## config.mk

```make
export PLATFORM = sky130hd
export DESIGN_NAME = mips_hazard_ctrl_flat
export DESIGN_NICKNAME = d
export VERILOG_FILES = /design/src/rtl/mips_hazard_ctrl_if.sv /design/src/rtl/mips_hazard_ctrl.sv /design/src/flat_wrapper.sv
export SDC_FILE = /design/constraint.sdc
export NUM_CORES = 1
export LEC_CHECK = 0
export CORE_UTILIZATION = 45
export CTS_BUF_LIST = sky130_fd_sc_hd__clkbuf_4 sky130_fd_sc_hd__clkbuf_8
export DETAILED_ROUTE_END_ITERATION = 16
export GPL_TIMING_DRIVEN = 1
export PLACE_DENSITY = 0.78
export SETUP_SLACK_MARGIN = 0.3
export SLEW_MARGIN = 20
export SYNTH_ARGS = -nofsm -noshare
export SYNTH_HDL_FRONTEND = slang
export SYNTH_SLANG_ARGS = --single-unit
```

## constraint.sdc

```tcl
create_clock -name clk -period 3.9 [get_ports clk]
set_input_delay 0.78 -clock clk [delete_from_list [all_inputs] [get_ports clk]]
set_output_delay 0.78 -clock clk [all_outputs]
set_load 0.1 [all_outputs]
```

## src/rtl/mips_hazard_ctrl_if.sv

```systemverilog
// Pipeline <-> hazard-unit signal bundle for the 5-stage MIPS pipeline.
// The master is the pipeline datapath; the slave is mips_hazard_ctrl.
interface mips_hazard_ctrl_if #(
    parameter int REG_ADDR_W = 5,
    parameter int CNT_W      = 16
);
    // Datapath -> hazard unit
    logic                  hit;
    logic [REG_ADDR_W-1:0] id_rs;
    logic [REG_ADDR_W-1:0] id_rt;
    logic                  id_uses_rt;
    logic [REG_ADDR_W-1:0] ex_rs;
    logic [REG_ADDR_W-1:0] ex_rt;
    logic                  ex_mem_read;
    logic [REG_ADDR_W-1:0] ex_write_reg;
    logic                  mem_reg_write;
    logic [REG_ADDR_W-1:0] mem_write_reg;
    logic                  wb_reg_write;
    logic [REG_ADDR_W-1:0] wb_write_reg;
    logic                  branch_taken;

    // Hazard unit -> datapath
    logic                  pc_write;
    logic                  if_id_write;
    logic                  if_id_flush;
    logic                  id_ex_flush;
    logic                  ex_mem_flush;
    logic [1:0]            fwd_a;
    logic [1:0]            fwd_b;
    logic                  miss_cancel;
    logic                  miss_timeout;
    logic [CNT_W-1:0]      stall_cnt;
    logic [CNT_W-1:0]      flush_cnt;
    logic [CNT_W-1:0]      miss_cnt;

    modport master (
        output hit, id_rs, id_rt, id_uses_rt, ex_rs, ex_rt, ex_mem_read,
               ex_write_reg, mem_reg_write, mem_write_reg, wb_reg_write,
               wb_write_reg, branch_taken,
        input  pc_write, if_id_write, if_id_flush, id_ex_flush, ex_mem_flush,
               fwd_a, fwd_b, miss_cancel, miss_timeout, stall_cnt, flush_cnt,
               miss_cnt
    );

    modport slave (
        input  hit, id_rs, id_rt, id_uses_rt, ex_rs, ex_rt, ex_mem_read,
               ex_write_reg, mem_reg_write, mem_write_reg, wb_reg_write,
               wb_write_reg, branch_taken,
        output pc_write, if_id_write, if_id_flush, id_ex_flush, ex_mem_flush,
               fwd_a, fwd_b, miss_cancel, miss_timeout, stall_cnt, flush_cnt,
               miss_cnt
    );
endinterface

```

## src/rtl/mips_hazard_ctrl.sv

```systemverilog
// Hazard and pipeline-control unit for the 5-stage MIPS pipeline:
// EX operand forwarding, load-use stall, branch flush (resolved in MEM),
// fetch-miss freeze, saturating performance counters and a miss watchdog.
module mips_hazard_ctrl #(
    parameter int REG_ADDR_W   = 5,
    parameter int CNT_W        = 16,
    parameter int MISS_TIMEOUT = 64,
    parameter int FLUSH_EX_MEM = 1
) (
    input  logic             clk,
    input  logic             rst,
    mips_hazard_ctrl_if.slave hz
);

    localparam int                TMR_W    = $clog2(MISS_TIMEOUT + 1);
    localparam logic [TMR_W-1:0]  TMR_MAX  = TMR_W'(MISS_TIMEOUT);
    localparam logic [TMR_W-1:0]  TMR_ONE  = TMR_W'(1);
    localparam logic [CNT_W-1:0]  CNT_ONE  = CNT_W'(1);

    typedef enum logic {RUN, MISS} state_t;

    state_t           state_q, state_d;
    logic [TMR_W-1:0] tmr_q, tmr_d;
    logic             mto_q, mto_d;
    logic [CNT_W-1:0] stall_q, stall_d;
    logic [CNT_W-1:0] flush_q, flush_d;
    logic [CNT_W-1:0] miss_q, miss_d;
    logic             lu;

    function automatic logic [CNT_W-1:0] sat_inc(input logic [CNT_W-1:0] v);
        return (v == '1) ? v : v + CNT_ONE;
    endfunction

    // EX/MEM result takes precedence over WB; r0 is hard-wired and never forwarded.
    function automatic logic [1:0] fwd_sel(
        input logic [REG_ADDR_W-1:0] src,
        input logic                  mem_we,
        input logic [REG_ADDR_W-1:0] mem_rd,
        input logic                  wb_we,
        input logic [REG_ADDR_W-1:0] wb_rd
    );
        if (mem_we && (mem_rd != '0) && (mem_rd == src))
            return 2'b10;
        else if (wb_we && (wb_rd != '0) && (wb_rd == src))
            return 2'b01;
        return 2'b00;
    endfunction

    // Load-use: the load in EX produces a register the ID instruction reads.
    always_comb begin
        lu = hz.ex_mem_read && (hz.ex_write_reg != '0) &&
             ((hz.ex_write_reg == hz.id_rs) ||
              (hz.id_uses_rt && (hz.ex_write_reg == hz.id_rt)));
    end

    // Forwarding selects, forced to the register-file path while in reset.
    always_comb begin
        hz.fwd_a = 2'b00;
        hz.fwd_b = 2'b00;
        if (!rst) begin
            hz.fwd_a = fwd_sel(hz.ex_rs, hz.mem_reg_write, hz.mem_write_reg,
                               hz.wb_reg_write, hz.wb_write_reg);
            hz.fwd_b = fwd_sel(hz.ex_rt, hz.mem_reg_write, hz.mem_write_reg,
                               hz.wb_reg_write, hz.wb_write_reg);
        end
    end

    // Stage enables/flushes by priority: reset, branch, load-use, fetch miss, run.
    // A load-use hold during a fetch miss keeps IF/ID intact rather than bubbling it.
    always_comb begin
        hz.pc_write     = 1'b1;
        hz.if_id_write  = 1'b1;
        hz.if_id_flush  = 1'b0;
        hz.id_ex_flush  = 1'b0;
        hz.ex_mem_flush = 1'b0;
        if (rst) begin
            hz.pc_write     = 1'b0;
            hz.if_id_write  = 1'b0;
            hz.if_id_flush  = 1'b1;
            hz.id_ex_flush  = 1'b1;
            hz.ex_mem_flush = 1'b1;
        end else if (hz.branch_taken) begin
            hz.if_id_flush  = 1'b1;
            hz.id_ex_flush  = 1'b1;
            hz.ex_mem_flush = (FLUSH_EX_MEM != 0);
        end else if (lu) begin
            hz.pc_write     = 1'b0;
            hz.if_id_write  = 1'b0;
            hz.id_ex_flush  = 1'b1;
        end else if (!hz.hit) begin
            hz.pc_write     = 1'b0;
            hz.if_id_flush  = 1'b1;
        end
    end

    // A redirect while a miss is outstanding abandons it; a hit in the same cycle does not.
    always_comb begin
        hz.miss_cancel = !rst && (state_q == MISS) && hz.branch_taken && !hz.hit;
    end

    // Next state for the miss FSM, watchdog timer and performance counters.
    always_comb begin
        state_d = state_q;
        tmr_d   = tmr_q;
        mto_d   = mto_q;
        stall_d = stall_q;
        flush_d = flush_q;
        miss_d  = miss_q;

        if (hz.branch_taken)
            flush_d = sat_inc(flush_q);
        else if (lu)
            stall_d = sat_inc(stall_q);

        unique case (state_q)
            RUN: begin
                if (!hz.hit && !hz.branch_taken) begin
                    state_d = MISS;
                    tmr_d   = '0;
                    miss_d  = sat_inc(miss_q);
                end
            end
            MISS: begin
                if (hz.hit || hz.branch_taken) begin
                    state_d = RUN;
                    tmr_d   = '0;
                end else if (tmr_q != TMR_MAX) begin
                    tmr_d = tmr_q + TMR_ONE;
                end
            end
            default: state_d = RUN;
        endcase

        if (tmr_d == TMR_MAX)
            mto_d = 1'b1;
    end

    // State, timer, sticky watchdog flag and counters.
    always_ff @(posedge clk or posedge rst) begin
        if (rst) begin
            state_q <= RUN;
            tmr_q   <= '0;
            mto_q   <= 1'b0;
            stall_q <= '0;
            flush_q <= '0;
            miss_q  <= '0;
        end else begin
            state_q <= state_d;
            tmr_q   <= tmr_d;
            mto_q   <= mto_d;
            stall_q <= stall_d;
            flush_q <= flush_d;
            miss_q  <= miss_d;
        end
    end

    assign hz.miss_timeout = mto_q;
    assign hz.stall_cnt    = stall_q;
    assign hz.flush_cnt    = flush_q;
    assign hz.miss_cnt     = miss_q;

endmodule

```

## src/flat_wrapper.sv

```systemverilog
// flat-port wrapper written by rule: the top's interface ports become plain ports
module mips_hazard_ctrl_flat 
#(
    parameter int REG_ADDR_W   = 5,
    parameter int CNT_W        = 16,
    parameter int MISS_TIMEOUT = 64,
    parameter int FLUSH_EX_MEM = 1
)
  (clk, rst, hz_hit, hz_id_rs, hz_id_rt, hz_id_uses_rt, hz_ex_rs, hz_ex_rt, hz_ex_mem_read, hz_ex_write_reg, hz_mem_reg_write, hz_mem_write_reg, hz_wb_reg_write, hz_wb_write_reg, hz_branch_taken, hz_pc_write, hz_if_id_write, hz_if_id_flush, hz_id_ex_flush, hz_ex_mem_flush, hz_fwd_a, hz_fwd_b, hz_miss_cancel, hz_miss_timeout, hz_stall_cnt, hz_flush_cnt, hz_miss_cnt);
  mips_hazard_ctrl_if #(.REG_ADDR_W(REG_ADDR_W), .CNT_W(CNT_W)) hz_i ();
  input  logic clk;
  input  logic rst;
  input wire logic [$bits(hz_i.hit)-1:0] hz_hit;
  input wire logic [$bits(hz_i.id_rs)-1:0] hz_id_rs;
  input wire logic [$bits(hz_i.id_rt)-1:0] hz_id_rt;
  input wire logic [$bits(hz_i.id_uses_rt)-1:0] hz_id_uses_rt;
  input wire logic [$bits(hz_i.ex_rs)-1:0] hz_ex_rs;
  input wire logic [$bits(hz_i.ex_rt)-1:0] hz_ex_rt;
  input wire logic [$bits(hz_i.ex_mem_read)-1:0] hz_ex_mem_read;
  input wire logic [$bits(hz_i.ex_write_reg)-1:0] hz_ex_write_reg;
  input wire logic [$bits(hz_i.mem_reg_write)-1:0] hz_mem_reg_write;
  input wire logic [$bits(hz_i.mem_write_reg)-1:0] hz_mem_write_reg;
  input wire logic [$bits(hz_i.wb_reg_write)-1:0] hz_wb_reg_write;
  input wire logic [$bits(hz_i.wb_write_reg)-1:0] hz_wb_write_reg;
  input wire logic [$bits(hz_i.branch_taken)-1:0] hz_branch_taken;
  output wire logic [$bits(hz_i.pc_write)-1:0] hz_pc_write;
  output wire logic [$bits(hz_i.if_id_write)-1:0] hz_if_id_write;
  output wire logic [$bits(hz_i.if_id_flush)-1:0] hz_if_id_flush;
  output wire logic [$bits(hz_i.id_ex_flush)-1:0] hz_id_ex_flush;
  output wire logic [$bits(hz_i.ex_mem_flush)-1:0] hz_ex_mem_flush;
  output wire logic [$bits(hz_i.fwd_a)-1:0] hz_fwd_a;
  output wire logic [$bits(hz_i.fwd_b)-1:0] hz_fwd_b;
  output wire logic [$bits(hz_i.miss_cancel)-1:0] hz_miss_cancel;
  output wire logic [$bits(hz_i.miss_timeout)-1:0] hz_miss_timeout;
  output wire logic [$bits(hz_i.stall_cnt)-1:0] hz_stall_cnt;
  output wire logic [$bits(hz_i.flush_cnt)-1:0] hz_flush_cnt;
  output wire logic [$bits(hz_i.miss_cnt)-1:0] hz_miss_cnt;
  assign hz_i.hit = hz_hit;
  assign hz_i.id_rs = hz_id_rs;
  assign hz_i.id_rt = hz_id_rt;
  assign hz_i.id_uses_rt = hz_id_uses_rt;
  assign hz_i.ex_rs = hz_ex_rs;
  assign hz_i.ex_rt = hz_ex_rt;
  assign hz_i.ex_mem_read = hz_ex_mem_read;
  assign hz_i.ex_write_reg = hz_ex_write_reg;
  assign hz_i.mem_reg_write = hz_mem_reg_write;
  assign hz_i.mem_write_reg = hz_mem_write_reg;
  assign hz_i.wb_reg_write = hz_wb_reg_write;
  assign hz_i.wb_write_reg = hz_wb_write_reg;
  assign hz_i.branch_taken = hz_branch_taken;
  assign hz_pc_write = hz_i.pc_write;
  assign hz_if_id_write = hz_i.if_id_write;
  assign hz_if_id_flush = hz_i.if_id_flush;
  assign hz_id_ex_flush = hz_i.id_ex_flush;
  assign hz_ex_mem_flush = hz_i.ex_mem_flush;
  assign hz_fwd_a = hz_i.fwd_a;
  assign hz_fwd_b = hz_i.fwd_b;
  assign hz_miss_cancel = hz_i.miss_cancel;
  assign hz_miss_timeout = hz_i.miss_timeout;
  assign hz_stall_cnt = hz_i.stall_cnt;
  assign hz_flush_cnt = hz_i.flush_cnt;
  assign hz_miss_cnt = hz_i.miss_cnt;
  mips_hazard_ctrl #(.REG_ADDR_W(REG_ADDR_W), .CNT_W(CNT_W), .MISS_TIMEOUT(MISS_TIMEOUT), .FLUSH_EX_MEM(FLUSH_EX_MEM)) u_core (.clk(clk), .rst(rst), .hz(hz_i));
endmodule
```

==> out/results.tsv <==
stage	metric	value	unit
yosys	synthFlopType	dfrtp_1	
grt	top_usage_layer	met2	
setup_path	path_cells	clkdlybuf4s50_1 -> xor2_1 -> nor4_2 -> a32oi_2 -> or2_1 -> a21oi_1 -> nor2_2 -> buf_12	
sta	whs	470	ps
setup_path	cp.required	3120	ps
sta	setup_viol	0	
setup_path	worst_setup_path_start_kind	input pin	
run_status	outcome	finished, final reports clean	
setup_path	crit_family	simple AND/OR/NAND/NOR gates	
placement	pre_cts_ws	238	ps
pwr	power	0.00229	W
setup_path	slowest_stage	clkdlybuf4s50_1	
setup_path	cp-end-kind	output port	
setup_path	path_max_fanout	5	
layout	fillers	534	
floorplanning	die_w	87.5	microns
grt	grt_start_max_net_pins	58	
sta	finClkSkew	10.8	ps
clocking	post_cts_buffers	0	
floorplanning	start_util	47.4	%
sta	fmax	286	MHz
drt	drt-total-wl	8520	microns
placement	gp_congestion	0.850	
layout	diodes	0	
sta	slew_viol_final	0	
pwr	peakVddDrop	601	uV
pwr	p_int	0.00125	W
clocking	clk_pin_slew_worst_paths	70	ps
clocking	hold_buffers	0	
sta	timing_hold_violations_final	0	
clocking	cts_max_path_buffers	2	
grt	use_met3	4.83	%
pwr	leakage	2.01	nW
grt	grt_pass1_vias	2914	
placement	portBuffers	101	
clocking	tritoncts	done	
floorplanning	ios	102	
grt	grt_usage	23.4	%
sta	max_slew_margin	33.5	%
layout	register_area	0.00143	sq mm
sta	finalCritPeriodShare	89.8	%
drt	drt_iter0_drc	168	
yosys	yosysWarnings	0	
yosys	yosys_register_bits	57	
yosys	syn_nets	383	
pwr	powerDensity	479	mW/mm^2
layout	fin_nets	492	
floorplanning	core_area	0.00694	sq mm
setup_path	max_stage_delay	470	ps
grt	use_met2	39.1	%
setup_path	crit_arrival	2720	ps
pwr	sequentialPowerShare	33.4	%
drt	drc	0	
grt	grt_pass1_wl	13800	microns
clocking	root_buffer	clkbuf_8	
yosys	synth_edf_count	0	
grt	grt-ovfl-total	0	
layout	final_util	68.9	%
job	max_cap_violations	0	
drt	num_vias	2928	
pwr	switchingPower	0.00105	W
pwr	clock_power_share	25.1	%
sta	rsz0062_at_grt	yes	
drt	drt-wirelength-per-cell	15.6	microns
pwr	pwr-share-comb	41.6	%
floorplanning	die_h	87.5	microns
grt	antenna_found_initial	0	
layout	area_delta_synth_final	45.4	%
pwr	switching_share	45.7	%
drt	detail_route.first_pass.iterations	5	
sta	fin_crit	3500	ps
setup_path	worstSetupPathType	input pin to output port	
yosys	yosysUniqueCellTypes	45	
placement	place_hpwl	6230	microns
clocking	htree_num_levels	3	
yosys	ys_seq_area_share	43.3	%
drt	ant_nets	0	
yosys	synth_cells	335	
clocking	worstSkewPairLatency	340	ps
clocking	cts.sinks	57	
yosys	postSynthAreaPerCell	9.82	sq um
sta	tightest_slew	995	ps
drt	viasPerCell	5.37	
setup_path	critPathBufInv	2	
yosys	async_flop_share	100	%
layout	multiInputGateArea	0.00186	sq mm
layout	drive_gt1_share	11.4	%
floorplanning	rows	30	
yosys	syn_area	0.00329	sq mm
sta	worst_slack	399	ps
clocking	cts_buffers	9	
hold_path	hold_path.class	flop to flop	
grt	grt.met1_usage	29.6	%
sta	fin_tns_setup	0	ps
floorplanning	die_area	0.00766	sq mm
[timing repair]
item / in CTS / in global routing
endpoints found under the setup margin: 2 / 5
resized for setup: 1 / 4
gates cloned: 0 / 0
pin swaps: 0 / 0
[tightest hold or removal path, delay by kind of cell (launching register included)]
family,cells,cell delay [ps]
DFF,1,350
buffers and inverters,1,40
AOI/OAI and AO/OA,1,50
[metal layers]
metal,up-vias,wire length [microns]
met4,0,169
met5,-,0
li1,1403,-
met3,12,398
met1,1441,3710
met2,72,4240
[power groups by stage]
| stage | logic (W) | clock network, W | registers (W) |
|---|---|---|---|
| floorplan | 0.000195 | 0 | 0.00125 |
| global placement | 0.000940 | 0 | 0.000770 |
| detailed placement | 0.000949 | 0 | 0.000770 |
| CTS | 0.000955 | 0.000589 | 0.000765 |
| global route | 0.000985 | 0.000615 | 0.000778 |
| finish | 0.000954 | 0.000575 | 0.000765 |
[kinds of logic (layout without fill, tap and decap cells)]
kind of cell	Yosys count	after routing	share of synthesized area, %
compound gates	32	32	6.46
simple gates	139	139	23.7
flops	57	57	43.3
fa+ha+maj	5	5	1.90
buf+inv	20	134	2.51
xor+xnor	78	78	20.8
mux	4	4	1.37
[flip-flops by register name (all words and copies together) (netlist names)]
| name | count |
|---|---|
| u_core.hz.miss_timeout | 1 |
| u_core.hz.stall_cnt | 16 |
| u_core.state_q | 1 |
| u_core.tmr_q | 7 |
| u_core.hz.miss_cnt | 16 |
| u_core.hz.flush_cnt | 16 |
[stage by stage]
stage	std cells	area [sq um]
floorplan	335	3350
global placement	529	4550
detailed placement	529	4550
CTS	545	4760
global route	545	4780
finish	545	4780
[cells in the mapped netlist, drive strengths merged (2+ instances only)]
cell / instances / area (sq um)
o21ai: 9 / 45.0
a31oi: 3 / 25.0
nand3: 21 / 105
xnor2: 40 / 350
ha: 5 / 62.6
or4: 5 / 37.5
nand2: 27 / 101
dfrtp: 57 / 1430
nand3b: 2 / 15.0
nor3: 5 / 25.0
o31ai: 2 / 15.0
nor2b: 2 / 12.5
inv: 13 / 48.8
clkbuf: 5 / 18.8
nor2: 29 / 109
xor2: 38 / 333
and4: 10 / 87.6
mux2: 4 / 45.0
and3: 7 / 43.8
nor4: 8 / 68.8
nand4: 15 / 93.8
o22ai: 3 / 18.8
buf: 2 / 15.0
a21oi: 5 / 25.0
nor4b: 3 / 41.3
[final cells by class]
class                           count  area share (%)
Clock buffer                       11            3.03
Clock inverter                      5            1.33
Inverter                           13            1.10
Multi-Input combinational cell    258            38.9
Sequential cell                    57            29.8
Tap cell                           96            2.51
Timing Repair Buffer              105            23.3
[cells in the final DEF, fill, tap and decap left out, types with 3 or more instances in the layout]
master / count
buf_4: 6
and4_1: 10
xor2_1: 38
clkbuf_8: 10
buf_12: 8
nor4_2: 4
nand3_1: 21
and3_1: 7
clkdlybuf4s50_1: 91
o21ai_0: 6
or4_1: 4
a21oi_1: 5
dfrtp_1: 57
o21ai_2: 3
xnor2_1: 40
nor2_1: 27
mux2_2: 4
inv_1: 12
o22ai_1: 3
nand2_1: 27
ha_1: 5
nor3_1: 5
nand4_1: 15
[path summary, 6_finish.rpt]
path	startpoint	to	slack [ps]	cells after the start
worst max-delay path	hz_ex_write_reg[3]	hz_pc_write	400	8
worst min-delay path	u_core.hz.miss_timeout$_DFFE_PP0N_	u_core.hz.miss_timeout$_DFFE_PP0N_	470	2
worst max register to register	u_core.hz.miss_cnt[9]$_DFFE_PP0P_	u_core.hz.miss_cnt[1]$_DFFE_PP0P_	1870	5
worst min register to register	u_core.hz.miss_timeout$_DFFE_PP0N_	u_core.hz.miss_timeout$_DFFE_PP0N_	470	2
max in group asynchronous	rst	u_core.hz.miss_cnt[0]$_DFFE_PP0P_	2330	3
min in group asynchronous	rst	u_core.tmr_q[0]$_DFF_PP0_	1090	3
Power figures use the tool's default switching activity.
